`config.mk`:
```
export PLATFORM = sky130hd
export DESIGN_NAME = mdio_master
export DESIGN_NICKNAME = d
export VERILOG_FILES = /design/src/rtl/mdio_pkg.sv /design/src/rtl/mdio_clkgen.sv /design/src/rtl/mdio_master.sv
export SDC_FILE = /design/constraint.sdc
export NUM_CORES = 1
export LEC_CHECK = 0
export BUFFER_PORTS_ARGS = -buffer_cell sky130_fd_sc_hd__buf_4
export CORE_MARGIN = 2
export CORE_UTILIZATION = 60
export CTS_BUF_LIST = sky130_fd_sc_hd__clkbuf_8
export DETAILED_ROUTE_END_ITERATION = 8
export GPL_TIMING_DRIVEN = 0
export PLACE_DENSITY = 0.78
export SETUP_SLACK_MARGIN = 0.3
export SLEW_MARGIN = 25
export SYNTH_ARGS = -nofsm -noshare
export SYNTH_HDL_FRONTEND = slang
export SYNTH_SLANG_ARGS = --single-unit
```
`constraint.sdc`:
```
create_clock -name clk -period 3.1 [get_ports clk]
set_input_delay 0.155 -clock clk [delete_from_list [all_inputs] [get_ports clk]]
set_output_delay 0.155 -clock clk [all_outputs]
set_load 0.05 [all_outputs]
```
`src/rtl/mdio_pkg.sv`:
```
// rtl/mdio_pkg.sv - MDIO master shared types and frame constants
package mdio_pkg;

   typedef enum logic [2:0] {
      S_IDLE,
      S_PRE,
      S_HDR,
      S_TA,
      S_DATA,
      S_DONE
   } state_t;

   localparam logic [1:0] ST    = 2'b01;
   localparam logic [1:0] OP_WR = 2'b01;
   localparam logic [1:0] OP_RD = 2'b10;

   localparam logic [5:0] PRE_LEN  = 6'd32;
   localparam logic [5:0] HDR_LEN  = 6'd14;
   localparam logic [5:0] TA_LEN   = 6'd2;
   localparam logic [5:0] DATA_LEN = 6'd16;

endpackage

```
`src/rtl/mdio_clkgen.sv`:
```
// rtl/mdio_clkgen.sv - MDC divider with single-cycle rise/fall strobes
module mdio_clkgen #(
   parameter int CLK_DIV = 20
) (
   input  logic clk,
   input  logic rst_n,
   input  logic en,
   output logic mdc,
   output logic rise,
   output logic fall
);

   localparam logic [7:0] DIV_M1 = 8'(CLK_DIV - 1);

   logic [7:0] cnt;
   logic       wrap;

   // Strobes coincide with the clk edge on which mdc itself toggles.
   assign wrap = en && (cnt == DIV_M1);
   assign rise = wrap && !mdc;
   assign fall = wrap && mdc;

   always_ff @(posedge clk or negedge rst_n) begin
      if (!rst_n) begin
         cnt <= '0;
         mdc <= 1'b0;
      end else if (!en) begin
         cnt <= '0;
         mdc <= 1'b0;
      end else if (wrap) begin
         cnt <= '0;
         mdc <= ~mdc;
      end else begin
         cnt <= cnt + 8'd1;
      end
   end

endmodule

```
`src/rtl/mdio_master.sv`:
```
// rtl/mdio_master.sv - Clause-22 MDIO management master (read/write frames)
// Optional MDIO_PRE_SUPPRESS_EN adds cfg_no_pre to skip the 32-bit preamble.
module mdio_master
   import mdio_pkg::*;
#(
   parameter int CLK_DIV = 20
) (
   input  logic        clk,
   input  logic        rst_n,
   input  logic        req_valid,
   output logic        req_ready,
   input  logic        req_write,
   input  logic [4:0]  req_phy,
   input  logic [4:0]  req_reg,
   input  logic [15:0] req_wdata,
`ifdef MDIO_PRE_SUPPRESS_EN
   input  logic        cfg_no_pre,
`endif
   output logic        rsp_valid,
   output logic [15:0] rsp_rdata,
   output logic        rsp_err,
   output logic        mdc,
   output logic        mdio_o,
   output logic        mdio_hiz,
   input  logic        mdio_i
);

   state_t      state, state_n, seg_nxt;
   logic [5:0]  bit_cnt, cnt_n;
   logic        seg_end, in_frame, accept, no_pre;
   logic        clk_en, rise, fall;
   logic        wr_q;
   logic [4:0]  phy_q, reg_q;
   logic [15:0] wdata_q, rd_shift;
   logic        ta_err;
   logic [1:0]  sync;
   logic [13:0] hdr;
   logic        pad_o_n, pad_hiz_n;

`ifdef MDIO_PRE_SUPPRESS_EN
   assign no_pre = cfg_no_pre;
`else
   assign no_pre = 1'b0;
`endif

   assign req_ready = (state == S_IDLE);
   assign accept    = req_valid && req_ready;
   assign clk_en    = (state != S_IDLE);
   assign rsp_valid = (state == S_DONE);
   assign in_frame  = (state == S_PRE) || (state == S_HDR) ||
                      (state == S_TA)  || (state == S_DATA);
   assign hdr       = {ST, (wr_q ? OP_WR : OP_RD), phy_q, reg_q};

   mdio_clkgen #(
      .CLK_DIV (CLK_DIV)
   ) u_clkgen (
      .clk   (clk),
      .rst_n (rst_n),
      .en    (clk_en),
      .mdc   (mdc),
      .rise  (rise),
      .fall  (fall)
   );

   always_comb begin
      state_n = state;
      cnt_n   = bit_cnt;
      seg_end = 1'b0;
      seg_nxt = S_IDLE;
      case (state)
         S_IDLE: begin
            if (accept) begin
               state_n = no_pre ? S_HDR : S_PRE;
               cnt_n   = '0;
            end
         end
         S_PRE: begin
            seg_end = (bit_cnt == PRE_LEN - 6'd1);
            seg_nxt = S_HDR;
         end
         S_HDR: begin
            seg_end = (bit_cnt == HDR_LEN - 6'd1);
            seg_nxt = S_TA;
         end
         S_TA: begin
            seg_end = (bit_cnt == TA_LEN - 6'd1);
            seg_nxt = S_DATA;
         end
         S_DATA: begin
            seg_end = (bit_cnt == DATA_LEN - 6'd1);
            seg_nxt = S_DONE;
         end
         S_DONE:  state_n = S_IDLE;
         default: state_n = S_IDLE;
      endcase
      // Bits advance only on MDC falling edges.
      if (fall && in_frame) begin
         if (seg_end) begin
            state_n = seg_nxt;
            cnt_n   = '0;
         end else begin
            cnt_n = bit_cnt + 6'd1;
         end
      end
   end

   // Pad value for the bit that starts with the upcoming state/count.
   always_comb begin
      pad_hiz_n = 1'b1;
      pad_o_n   = 1'b1;
      case (state_n)
         S_PRE: pad_hiz_n = 1'b0;
         S_HDR: begin
            pad_hiz_n = 1'b0;
            pad_o_n   = hdr[4'd13 - cnt_n[3:0]];
         end
         S_TA: begin
            if (wr_q) begin
               pad_hiz_n = 1'b0;
               pad_o_n   = (cnt_n == 6'd0);
            end
         end
         S_DATA: begin
            if (wr_q) begin
               pad_hiz_n = 1'b0;
               pad_o_n   = wdata_q[4'd15 - cnt_n[3:0]];
            end
         end
         default: ;
      endcase
   end

   always_ff @(posedge clk or negedge rst_n) begin
      if (!rst_n) begin
         state     <= S_IDLE;
         bit_cnt   <= '0;
         wr_q      <= 1'b0;
         phy_q     <= '0;
         reg_q     <= '0;
         wdata_q   <= '0;
         mdio_o    <= 1'b1;
         mdio_hiz  <= 1'b1;
         sync      <= 2'b11;
         rd_shift  <= '0;
         ta_err    <= 1'b0;
         rsp_rdata <= '0;
         rsp_err   <= 1'b0;
      end else begin
         state   <= state_n;
         bit_cnt <= cnt_n;
         sync    <= {sync[0], mdio_i};
         if (accept) begin
            wr_q    <= req_write;
            phy_q   <= req_phy;
            reg_q   <= req_reg;
            wdata_q <= req_wdata;
            ta_err  <= 1'b0;
         end
         if (accept || fall) begin
            mdio_o   <= pad_o_n;
            mdio_hiz <= pad_hiz_n;
         end
         if (rise && !wr_q) begin
            // A PHY that is present pulls the second turnaround bit low.
            if (state == S_TA && bit_cnt == TA_LEN - 6'd1)
               ta_err <= sync[1];
            if (state == S_DATA)
               rd_shift <= {rd_shift[14:0], sync[1]};
         end
         if (state == S_DATA && state_n == S_DONE) begin
            rsp_err <= !wr_q && ta_err;
            if (!wr_q)
               rsp_rdata <= rd_shift;
         end
      end
   end

endmodule

```
==> metrics.md, run 1 <==
| Metric | Value |
|---|---|
| Status | `complete, no violations` |
| Hold Fails Final Rpt | `0` |
| RSZ-0062 raised after global routing | `true` |
| Worst-case headroom to the max-slew limit | `0.5167` |
| Iter 0 DRT Violations | `156` |
| Fin area | `4923 um2` |
| WP data arrival | `3.02 ns` |
| I/O pin cnt | `53` |
| Worst skew pair latency | `0.35 ns` |
| Worst slack, placed | `0.1498 ns` |
| Vias in the first global route | `2624` |
| Peak supply drop | `363.3 uV` |
| CP delay by family, top | `compound AO/OA/AOI/OAI gates` |
| Clock sink total | `83` |
| Most numerous cell in the Yosys netlist | `dfrtp_1` |
| Nets | `434` |
| Netlist cell types | `70` |
| Hold Path Class | `input pin to register` |
| Share of cells above drive strength 1 | `0.4480` |
| Full die area | `7380 um2` |
| Data required time of the worst path | `3.38 ns` |
| Worst Max-Slew Pin Slew | `0.7249 ns` |
| Post-Syn Instances | `318` |
| Clock Skews | `0.01383 ns` |
| Minimum clock period | `2.741 ns` |
| CTS tree | `yes` |
| Setup TNS | `0 ns` |
| Initial core utilization | `0.6267` |
| Crit Path Category | `register to register` |
| Routed WL | `7689 um` |
| Area grow syn2layout | `22.32%` |
| Maximum clock insertion buffer count | `2` |
| Leak | `0.002419 uW` |
| Top cells by count, synth | `dfrtp_1, mux2_2, nor2_1, nand3_1` |
| Synthesized flop and latch total | `83` |
| Post-synthesis async set-or-reset flop share | `1.000` |
| Die X | `85.91 um` |
| WL/cell | `15.99 um` |
| Port Buffers | `52` |
| R2r setup slk | `0.36 ns` |
| GRT Total Usage | `0.2168` |
| Main synth FF type | `dfrtp_1` |
| Post-route DRC | `0` |
| CP startpoint kind | `register` |
| WP depth | `11` |
| Number of maximum-capacitance violations | `0` |
| Clk root buf | `clkbuf_8` |
| Final Max Slew Viols | `0` |
| F_max | `0.3648 GHz` |
| Vias/cell | `5.686` |
| Initial antenna violation count | `0` |
| Endpoint class of the critical path | `register` |
| Clk slew on worst S/H paths | `0.07 ns` |
| Post-DP HPWL | `5122 um` |
| Power Density | `610.0 nW/um2` |
| Gp weighted congestion | `0.7695` |
| Top post-synthesis cells by area | `dfrtp_1, mux2_2, mux2i_1` |
| Leading area contributor after synthesis | `dfrtp_1` |
| Final ANT Viol Nets | `0` |
| Syn Nets | `353` |
| Post-synth EDFFs | `0` |
| Core area | `6422 um2` |
| Grt total ovfl | `0` |
| Die height | `85.91 um` |
| Final worst setup slack | `0.3589 ns` |
| Synthesized area | `4025 um2` |
| Number of buffers created by CTS | `9` |
| Vias | `2735` |
| Util after Layout | `0.7666` |
| TritonRoute pass-1 iters | `4` |
| CP peak stage delay | `0.45 ns` |
| Syn Area/Cell | `12.66 um2` |
| CP cell instances | `buf_2 -> or3_4 -> nand4_4 -> buf_4 -> mux2i_1 -> o21a_1 -> clkbuf_8 -> mux2_2 -> a211oi_2 -> a32oi_1 -> o211ai_2` |
| Slowest-stage cell, CP | `or3_4` |
| Sequential area share after synthesis | `0.5173` |
| Final Cycle Share | `0.8842` |
| H-tree levels | `3` |
| Buffer and inverter count on the worst path | `3` |
| Crit Path Max Fanout | `10` |
| Synth top area share | `0.4911` |
| ANT cells | `0` |
| First-pass GRT wire length | `12390 um` |
| Hold depth | `3` |
| Dpl cell area | `4512 um2` |
| Worst-case reg-to-reg path depth | `11` |
| Pin count of the biggest net entering global routing | `84` |
| Final setup violation count | `0` |
| Row count | `29` |
| Synth warnings | `0` |
-- repair_timing --
action	4_1_cts	5_1_grt
pin swaps	1	6
gates resized for setup	4	23
buffers inserted	1	13
cloned	0	2
endpoints found under the hold margin	6	0
hold buffers	2	0
setup endpoints to repair	6	17
-- layout by cell type, fill, tap and decap left out, types with 2 or more instances in the layout --
cell / synthesis / final
mux2i_1: 12 / 12
nand3_1: 17 / 16
ha_1: 4 / 2
mux2_2: 50 / 51
clkinv_2: 0 / 2
inv_1: 9 / 10
and2_1: 3 / 3
dlygate4sd3_1: 0 / 2
clkinv_4: 0 / 2
xnor2_1: 5 / 5
and3_1: 6 / 6
nor2_1: 18 / 17
buf_4: 0 / 67
clkbuf_8: 1 / 11
xor2_1: 8 / 8
dfrtp_1: 79 / 78
dfstp_2: 4 / 4
nor2b_1: 2 / 2
and4bb_2: 1 / 2
a31oi_1: 2 / 2
a21o_1: 2 / 2
clkbuf_1: 5 / 4
or2_2: 2 / 2
a21oi_1: 5 / 5
buf_6: 2 / 5
nand2_1: 12 / 11
o21ai_0: 6 / 6
nor3b_1: 3 / 3
inv_6: 1 / 2
ha_4: 0 / 2
mux2_1: 10 / 9
and2b_2: 2 / 2
-- final timing paths --
path                            start            to
max                          state[0]        mdio_o
min reg2reg                   sync[0]       sync[1]
max reg2reg                  state[0]        mdio_o
max in group asynchronous       rst_n    bit_cnt[1]
min                        req_phy[3]      phy_q[3]
min in group asynchronous       rst_n  rsp_rdata[6]
-- registers in the layout (all words and copies together) (netlist names), 2 cells and up --
name / cells
rd_shift: 16
bit_cnt: 6
reg_q: 5
rsp_rdata: 16
sync: 2
phy_q: 5
u_clkgen.cnt: 8
wdata_q: 16
state: 3
-- final cells by class --
| cell class | instances | area, um2 |
|---|---|---|
| Timing Repair Buffer | 69 | 530.5 |
| Clock inverter | 6 | 40.04 |
| Fill cell | 438 | 1499 |
| Buffer | 13 | 101.3 |
| Inverter | 11 | 46.29 |
| Tap cell | 77 | 96.34 |
| Sequential cell | 83 | 2083 |
| Clock buffer | 10 | 137.6 |
| Multi-Input combinational cell | 212 | 1888 |
-- report_power, final --
group,total (uW),switching (uW),internal (uW)
sequential,1380,155,1230
clock,697,385,313
combinational,922,454,468
total,3000,995,2010
-- metal layers --
metal	GRT usage	vias to the layer above	routed length (um)
met1	0.3164	1352	3687
met3	0.04524	19	302
met2	0.3094	55	3485
met4	0.1082	0	214
met5	0	-	0
li1	-	1309	-
-- worst register-to-register path: stages (launching register included) --
cell and delay (ns):
dfrtp_1 0.37, buf_2 0.19, or3_4 0.45, nand4_4 0.14
buf_4 0.13, mux2i_1 0.20, o21a_1 0.19, clkbuf_8 0.18
mux2_2 0.35, a211oi_2 0.22, a32oi_1 0.10, o211ai_2 0.15
-- kinds of logic (layout without fill, tap and decap cells) --
family,count (synthesis),after routing,synth area share
muxes,74,74,0.2089
AOI/OAI and AO/OA,34,34,0.06746
adders and majority gates,4,4,0.01243
and+or+nand+nor,86,87,0.1321
DFF,83,83,0.5173
xor gates and xnor gates,13,13,0.02829
buffers and inverters,24,109,0.03357
-- stage by stage --
| stage | cells | power (uW) | hold slack [ns] |
|---|---|---|---|
| after global routing | 481 | 3167 | 0.01986 |
| after CTS | 466 | 2896 | 0.01030 |
| final | 481 | 3003 | 0.02220 |
| after global placement | 447 | 2164 | 0.2632 |
| after detailed placement | 447 | 2189 | 0.2686 |
| after floorplan | 318 | 1979 | -0.1406 |
Power figures use the tool's default switching activity.
==> run 2, diff against run 1 <==
--- a/config.mk
+++ b/config.mk
@@ -12,6 +12,7 @@
 export DETAILED_ROUTE_END_ITERATION = 8
 export GPL_TIMING_DRIVEN = 0
 export PLACE_DENSITY = 0.78
+export REMOVE_ABC_BUFFERS = 1
 export SETUP_SLACK_MARGIN = 0.3
 export SLEW_MARGIN = 25
 export SYNTH_ARGS = -nofsm -noshare
==> run 2 against run 1 <==
  * Worst setup slack got worse by 0.012 ns
  * Highest routed layer unchanged
  * Register-to-register slack about the same
  * Non-clock buffer count decreased by 5
  * Via count increased by 1.6%
==> metrics.md, run 2 (synthesis results as in run 1) <==
| Metric | Value |
|---|---|
| Met3 GRT Util | `0.05197 (+0.006737)` |
| Die height | `85.91 um (unchanged)` |
| Pwr Total | `3107 uW (+3.5%)` |
| TritonRoute pass-1 iters | `4 (unchanged)` |
| Clock sink total | `83 (unchanged)` |
| F_max | `0.3632 GHz (-0.45%)` |
| Initial antenna violation count | `0 (unchanged)` |
| Clock power share | `0.254 (+0.022)` |
| Worst slack, placed | `-0.5474 ns (-0.6973 ns)` |
| Full die area | `7380 um2 (unchanged)` |
| CP startpoint kind | `register` |
| Met1 Use GR | `0.3292 (+0.01278)` |
| Clk slew on worst S/H paths | `0.09 ns (+0.02 ns)` |
| Row count | `29 (unchanged)` |
| Hold Fails Final Rpt | `0 (unchanged)` |
| Share of cells above drive strength 1 | `0.4586 (+0.01063)` |
| Core area | `6422 um2 (unchanged)` |
| WL/cell | `17.51 um (+9.5%)` |
| Number of buffers created by CTS | `9 (unchanged)` |
| Vias/cell | `5.838 (+2.7%)` |
| Final ANT Viol Nets | `0 (unchanged)` |
| Crit Path Category | `register to register` |
| R2r setup slk | `0.35 ns (about the same)` |
| Post-DP HPWL | `5078 um (-0.84%)` |
| Pin count of the biggest net entering global routing | `84 (unchanged)` |
| Sw Ratio | `0.3250 (-0.006109)` |
| Peak supply drop | `387.2 uV (+6.6%)` |
| Setup TNS | `0 ns (unchanged)` |
| Power Density | `630.5 nW/um2 (+3.4%)` |
| Die X | `85.91 um (unchanged)` |
| Maximum clock insertion buffer count | `2 (unchanged)` |
| WP data arrival | `2.98 ns (-0.04 ns)` |
| Port Buffers | `52 (unchanged)` |
| Fin Hold WS | `0.02896 ns (+0.006762 ns)` |
| H-tree levels | `3 (unchanged)` |
| Sw Pwr | `1010 uW (+1.6%)` |
| Worst-case headroom to the max-slew limit | `0.5040 (-0.01279)` |
| GR peak layer | `met2` |
| Worst skew pair latency | `0.35 ns (about the same)` |
| Nets | `429 (-1.2%)` |
| CTS tree | `yes` |
| First-pass GRT wire length | `13190 um (+6.5%)` |
| Worst-case reg-to-reg path depth | `11 (unchanged)` |
| HP Start | `req_wdata[8]` |
| Number of maximum-capacitance violations | `0 (unchanged)` |
| Top Registers | `rd_shift (16), rsp_rdata (16), wdata_q (16)` |
| Final Cycle Share | `0.8882 (+0.004001)` |
| Int Power | `2097 uW (+4.4%)` |
| GRT Total Usage | `0.2315 (+0.01464)` |
| RSZ-0062 raised after global routing | `true` |
| Final setup violation count | `0 (unchanged)` |
| Hold depth | `2 (-1)` |
| Met2 Use GR | `0.3425 (+0.03312)` |
| Final worst setup slack | `0.3465 ns (-0.01240 ns)` |
| WHS Endpoint | `wdata_q[8]` |
| Clock Skews | `0.01080 ns (-0.003027 ns)` |
| Crit Path Max Fanout | `16 (+6)` |
| Comb power frac | `0.299 (-0.008)` |
| Leak | `0.002411 uW (-0.33%)` |
| Initial core utilization | `0.6267 (unchanged)` |
| Data required time of the worst path | `3.33 ns (-0.05 ns)` |
| Most frequent cells in the layout | `dfrtp_1, buf_4, mux2_2` |
| FF-to-FF End | `rsp_rdata[0]` |
| Worst Max-Slew Pin Slew | `0.7420 ns (+0.01710 ns)` |
| Iter 0 DRT Violations | `140 (-10%)` |
| Clk root buf | `clkbuf_8` |
| RR Startpoint | `bit_cnt[1]` |
| Gp weighted congestion | `0.8601 (+12%)` |
| Status | `complete, no violations` |
| Vias in the first global route | `2716 (+3.5%)` |
| Routed WL | `8334 um (+8.4%)` |
| Vias | `2779 (+1.6%)` |
| Area grow syn2layout | `22.44%` |
| Minimum clock period | `2.754 ns (+0.01240 ns)` |
| Grt total ovfl | `0 (unchanged)` |
| Most common cell after layout, fill and taps aside | `dfrtp_1` |
| ANT cells | `0 (unchanged)` |
| Endpoint class of the critical path | `register` |
| I/O pin cnt | `53 (unchanged)` |
| Hold Path Class | `input pin to register` |
| Util after Layout | `0.7674 (+0.0007790)` |
| Post-route DRC | `0 (unchanged)` |
| Final Max Slew Viols | `0 (unchanged)` |
| Seq pwr share | `0.447 (-0.014)` |
[run 2: changes by cell type in the layout (fill, tap and decap cells not counted), sizes merged]
cell	delta
bufinv	+1
clkbuf	-5
clkinv	-2
clkinvlp	+2
inv	-1
nand4	-1
or4b	+1
[run 2: worst max-delay path, stage by stage (launching register included)]
cell	delay (ns)
dfrtp_2	0.44
inv_1	0.07
ha_1	0.17
and4bb_2	0.25
nand3_1	0.14
nand3_4	0.14
a211oi_1	0.33
a21o_2	0.24
nand2_1	0.15
nor2_4	0.18
buf_12	0.16
mux2_2	0.34
[run 2: cell type report]
type,instances,area [um2]
inverter,11,48.80
clock inverter,6,63.81
multi-input combinational,212,1871
clock buffer,10,137.6
sequential,83,2088
tap,77,96.34
fill,406,1494
timing repair buffer,77,623.1
[run 2: worst max-delay path by stage]
stage | slack, ns | cells past startpoint | endpoint | start
6_report | 0.35 | 11 | rsp_rdata[0] | bit_cnt[1]
3_3_place_gp | -0.68 | 7 | mdio_o | state[0]
5_1_grt | 0.19 | 11 | rsp_rdata[0] | bit_cnt[1]
2_1_floorplan | -0.13 | 8 | mdio_o | state[0]
4_1_cts | 0.31 | 13 | mdio_o | bit_cnt[1]
3_5_place_dp | -0.55 | 7 | mdio_o | state[0]
[run 2: what timing repair did]
item,CTS,global route
setup endpoints to repair,17,17
cloned,1,0
resized for setup,5,15
hold endpoints to repair,1,79
hold buffers,1,1
pin swaps,3,7
setup buffers,9,14
[run 2: through the flow]
stage	instance area (um2)	std cells
floorplan	3936	305
global placement	4423	434
detailed placement	4423	434
CTS	4752	461
global route	4928	476
finish	4928	476
[run 2: routing by layer]
metal	up-vias	share of wire	wire length (um)
met5	-	0	0
met2	73	0.48	4030
li1	1298	-	-
met3	20	0.045	377
met4	0	0.024	199
met1	1388	0.45	3726
[run 2: power groups by stage]
stage / Combinational [uW] / Clock [uW] / Sequential, uW
5_1_grt: 1010 / 847 / 1410
2_1_floorplan: 536 / 0 / 1410
6_report: 928 / 790 / 1390
4_1_cts: 822 / 800 / 1380
3_3_place_gp: 743 / 0 / 1390
3_5_place_dp: 763 / 0 / 1400
==> run 3, diff against run 2 <==
--- a/config.mk
+++ b/config.mk
@@ -13,7 +13,7 @@
 export GPL_TIMING_DRIVEN = 0
 export PLACE_DENSITY = 0.78
 export REMOVE_ABC_BUFFERS = 1
-export SETUP_SLACK_MARGIN = 0.3
+export SETUP_SLACK_MARGIN = 0.15
 export SLEW_MARGIN = 25
 export SYNTH_ARGS = -nofsm -noshare
 export SYNTH_HDL_FRONTEND = slang
==> constraint.sdc (replaced) <==
create_clock -name clk -period 3.1 [get_ports clk]
set_input_delay 0.155 -clock clk [delete_from_list [all_inputs] [get_ports clk]]
set_output_delay 0.155 -clock clk [all_outputs]
set_load 0.01 [all_outputs]
==> run 3 against run 2 <==
  * Hold slack gained 0.0013 ns
  * Die area is the same
  * Core utilization shrank 2.3 points
  * Critical path type unchanged
  * Register-to-register slack lost 0.05 ns
  * Largest power group unchanged
  * First-iteration DRC count grew 11%
  * Final area shrank 3.0%
  * Global-route usage shrank 0.21 points
==> metrics.md, run 3 (synthesis results as in run 1) <==
| Metric | Value |
|---|---|
| Top Registers | `rd_shift (16), rsp_rdata (16), wdata_q (16)` |
| Placed Cells | `434 (unchanged)` |
| Worst skew pair latency | `0.35 ns (about the same)` |
| CP startpoint kind | `register` |
| Routed WL | `7948 um (-4.6%)` |
| Fin area | `4780 um2 (-3.0%)` |
| Grt total ovfl | `0 (unchanged)` |
| Final std cells w/o fill | `463 (-2.7%)` |
| Endpoint class of the critical path | `register` |
| TritonRoute pass-1 iters | `4 (unchanged)` |
| Final setup violation count | `0 (unchanged)` |
| Die height | `85.91 um (unchanged)` |
| Number of maximum-capacitance violations | `0 (unchanged)` |
| First-pass GRT wire length | `13080 um (-0.89%)` |
| Data required time of the worst path | `3.36 ns (+0.03 ns)` |
| Crit Path Category | `register to register` |
| Most common cell after layout, fill and taps aside | `dfrtp_1` |
| Port Buffers | `52 (unchanged)` |
| ANT cells | `0 (unchanged)` |
| Final Cycle Share | `0.9053 (+0.01704)` |
| Final Max Slew Viols | `0 (unchanged)` |
| CTS tree | `yes` |
| WL/cell | `17.17 um (-2.0%)` |
| Minimum clock period | `2.806 ns (+0.05283 ns)` |
| Crit Path Max Fanout | `9 (-7)` |
| Gp weighted congestion | `0.8601 (unchanged)` |
| Multi-input gate area | `1836 um2 (-1.9%)` |
| Fill cells | `425 (+4.7%)` |
| Core area | `6422 um2 (unchanged)` |
| Peak supply drop | `387.2 uV (about the same)` |
| F_max | `0.3563 GHz (-1.9%)` |
| Hold Path Class | `input pin to register` |
| Clk root buf | `clkbuf_8` |
| WP data arrival | `3.06 ns (+0.08 ns)` |
| Number of buffers created by CTS | `9 (unchanged)` |
| Maximum clock insertion buffer count | `2 (unchanged)` |
| FF+latch area | `2086 um2 (-0.12%)` |
| Full die area | `7380 um2 (unchanged)` |
| Clock Skews | `0.009270 ns (-0.001530 ns)` |
| H-tree levels | `3 (unchanged)` |
| Vias | `2715 (-2.3%)` |
| Row count | `29 (unchanged)` |
| Iter 0 DRT Violations | `156 (+11%)` |
| Status | `complete, no violations` |
| Initial antenna violation count | `0 (unchanged)` |
| GRT Total Usage | `0.2294 (-0.002069)` |
| Pin count of the biggest net entering global routing | `84 (unchanged)` |
| Area grow syn2layout | `18.74%` |
| Share of cells above drive strength 1 | `0.4275 (-0.03119)` |
| Clk slew on worst S/H paths | `0.09 ns (about the same)` |
| Final ANT Viol Nets | `0 (unchanged)` |
| Worst Max-Slew Pin Slew | `0.7325 ns (-0.009503 ns)` |
| Clock sink total | `83 (unchanged)` |
| Post-DP HPWL | `5078 um (unchanged)` |
| Dpl cell area | `4423 um2 (unchanged)` |
| Hold Fails Final Rpt | `0 (unchanged)` |
| Vias/cell | `5.864 (+0.44%)` |
| I/O pin cnt | `53 (unchanged)` |
| Die X | `85.91 um (unchanged)` |
| Initial core utilization | `0.6267 (unchanged)` |
| Leak | `0.002364 uW (-2.0%)` |
| Nets | `416 (-3.0%)` |
| Post-route DRC | `0 (unchanged)` |
| Worst-case headroom to the max-slew limit | `0.5103 (+0.006354)` |
| Most frequent cells in the layout | `dfrtp_1, buf_4, mux2_2` |
| Power Density | `617.6 nW/um2 (-2.0%)` |
| Vias in the first global route | `2696 (-0.74%)` |
| RSZ-0062 raised after global routing | `false` |
-- run 3: repair_timing --
item                                   4_1_cts  5_1_grt
endpoints found under the hold margin        1       79
hold buffers                                 1        1
cloned                                       1        0
setup endpoints to repair                    1       17
buffers inserted                             5        5
resized for setup                            1        8
pin swaps                                    2        2
-- run 3: worst max-delay path: stages, from the launching register on --
cell,delay (ns)
dfrtp_1,0.45
nor4b_4,0.43
nand4_4,0.27
nand3_1,0.18
o31a_4,0.22
inv_2,0.09
ha_1,0.35
a21o_1,0.13
a21oi_1,0.06
a311o_2,0.35
nand4_1,0.10
o211ai_2,0.08
-- run 3: area by class of cell --
| class | count | area share |
|---|---|---|
| well taps | 77 | 0.02016 |
| repair buffers | 64 | 0.1076 |
| multi-input cells | 212 | 0.3840 |
| inverters | 11 | 0.009686 |
| flip-flops and latches | 83 | 0.4364 |
| clock inverters | 6 | 0.01335 |
| clock buffers | 10 | 0.02880 |
-- run 3: worst paths after layout --
check                             endpoint  depth (start not counted)  slack [ns]       startpoint
max                                 mdio_o                         11        0.29  u_clkgen.cnt[5]
min                             wdata_q[8]                          2        0.03     req_wdata[8]
max reg2reg                         mdio_o                         11        0.29  u_clkgen.cnt[5]
min reg2reg                        sync[1]                          0        0.36          sync[0]
max in group asynchronous       bit_cnt[1]                          2        2.16            rst_n
min in group asynchronous  u_clkgen.cnt[6]                          2        0.40            rst_n
-- run 3: stage by stage --
step | power (uW) | TNS, ns | hold slack [ns] | setup WS [ns] | utilization
after detailed placement | 2116 | -0.5474 | 0.2652 | -0.5474 | 0.6887
after global placement | 2086 | -0.6766 | 0.2660 | -0.6766 | 0.6887
final | 2952 | 0 | 0.03022 | 0.2936 | 0.7442
after global routing | 3108 | 0 | 0.01321 | 0.1108 | 0.7442
after CTS | 2940 | 0 | 0.008411 | 0.1072 | 0.7335
after floorplan | 1902 | -0.1256 | -0.1406 | -0.1256 | -
-- run 3: layer usage --
metal  share of wire  GRT usage  up-vias
met1            0.45     0.3253     1369
met5               0          0        -
met3           0.052    0.05005       10
met2            0.48     0.3432       69
li1                -          -     1267
met4           0.014    0.09957        0
-- run 3: report_power, final --
group / internal [uW] / switching (uW)
sequential: 1230 / 154
combinational: 407 / 377
clock: 394 / 392
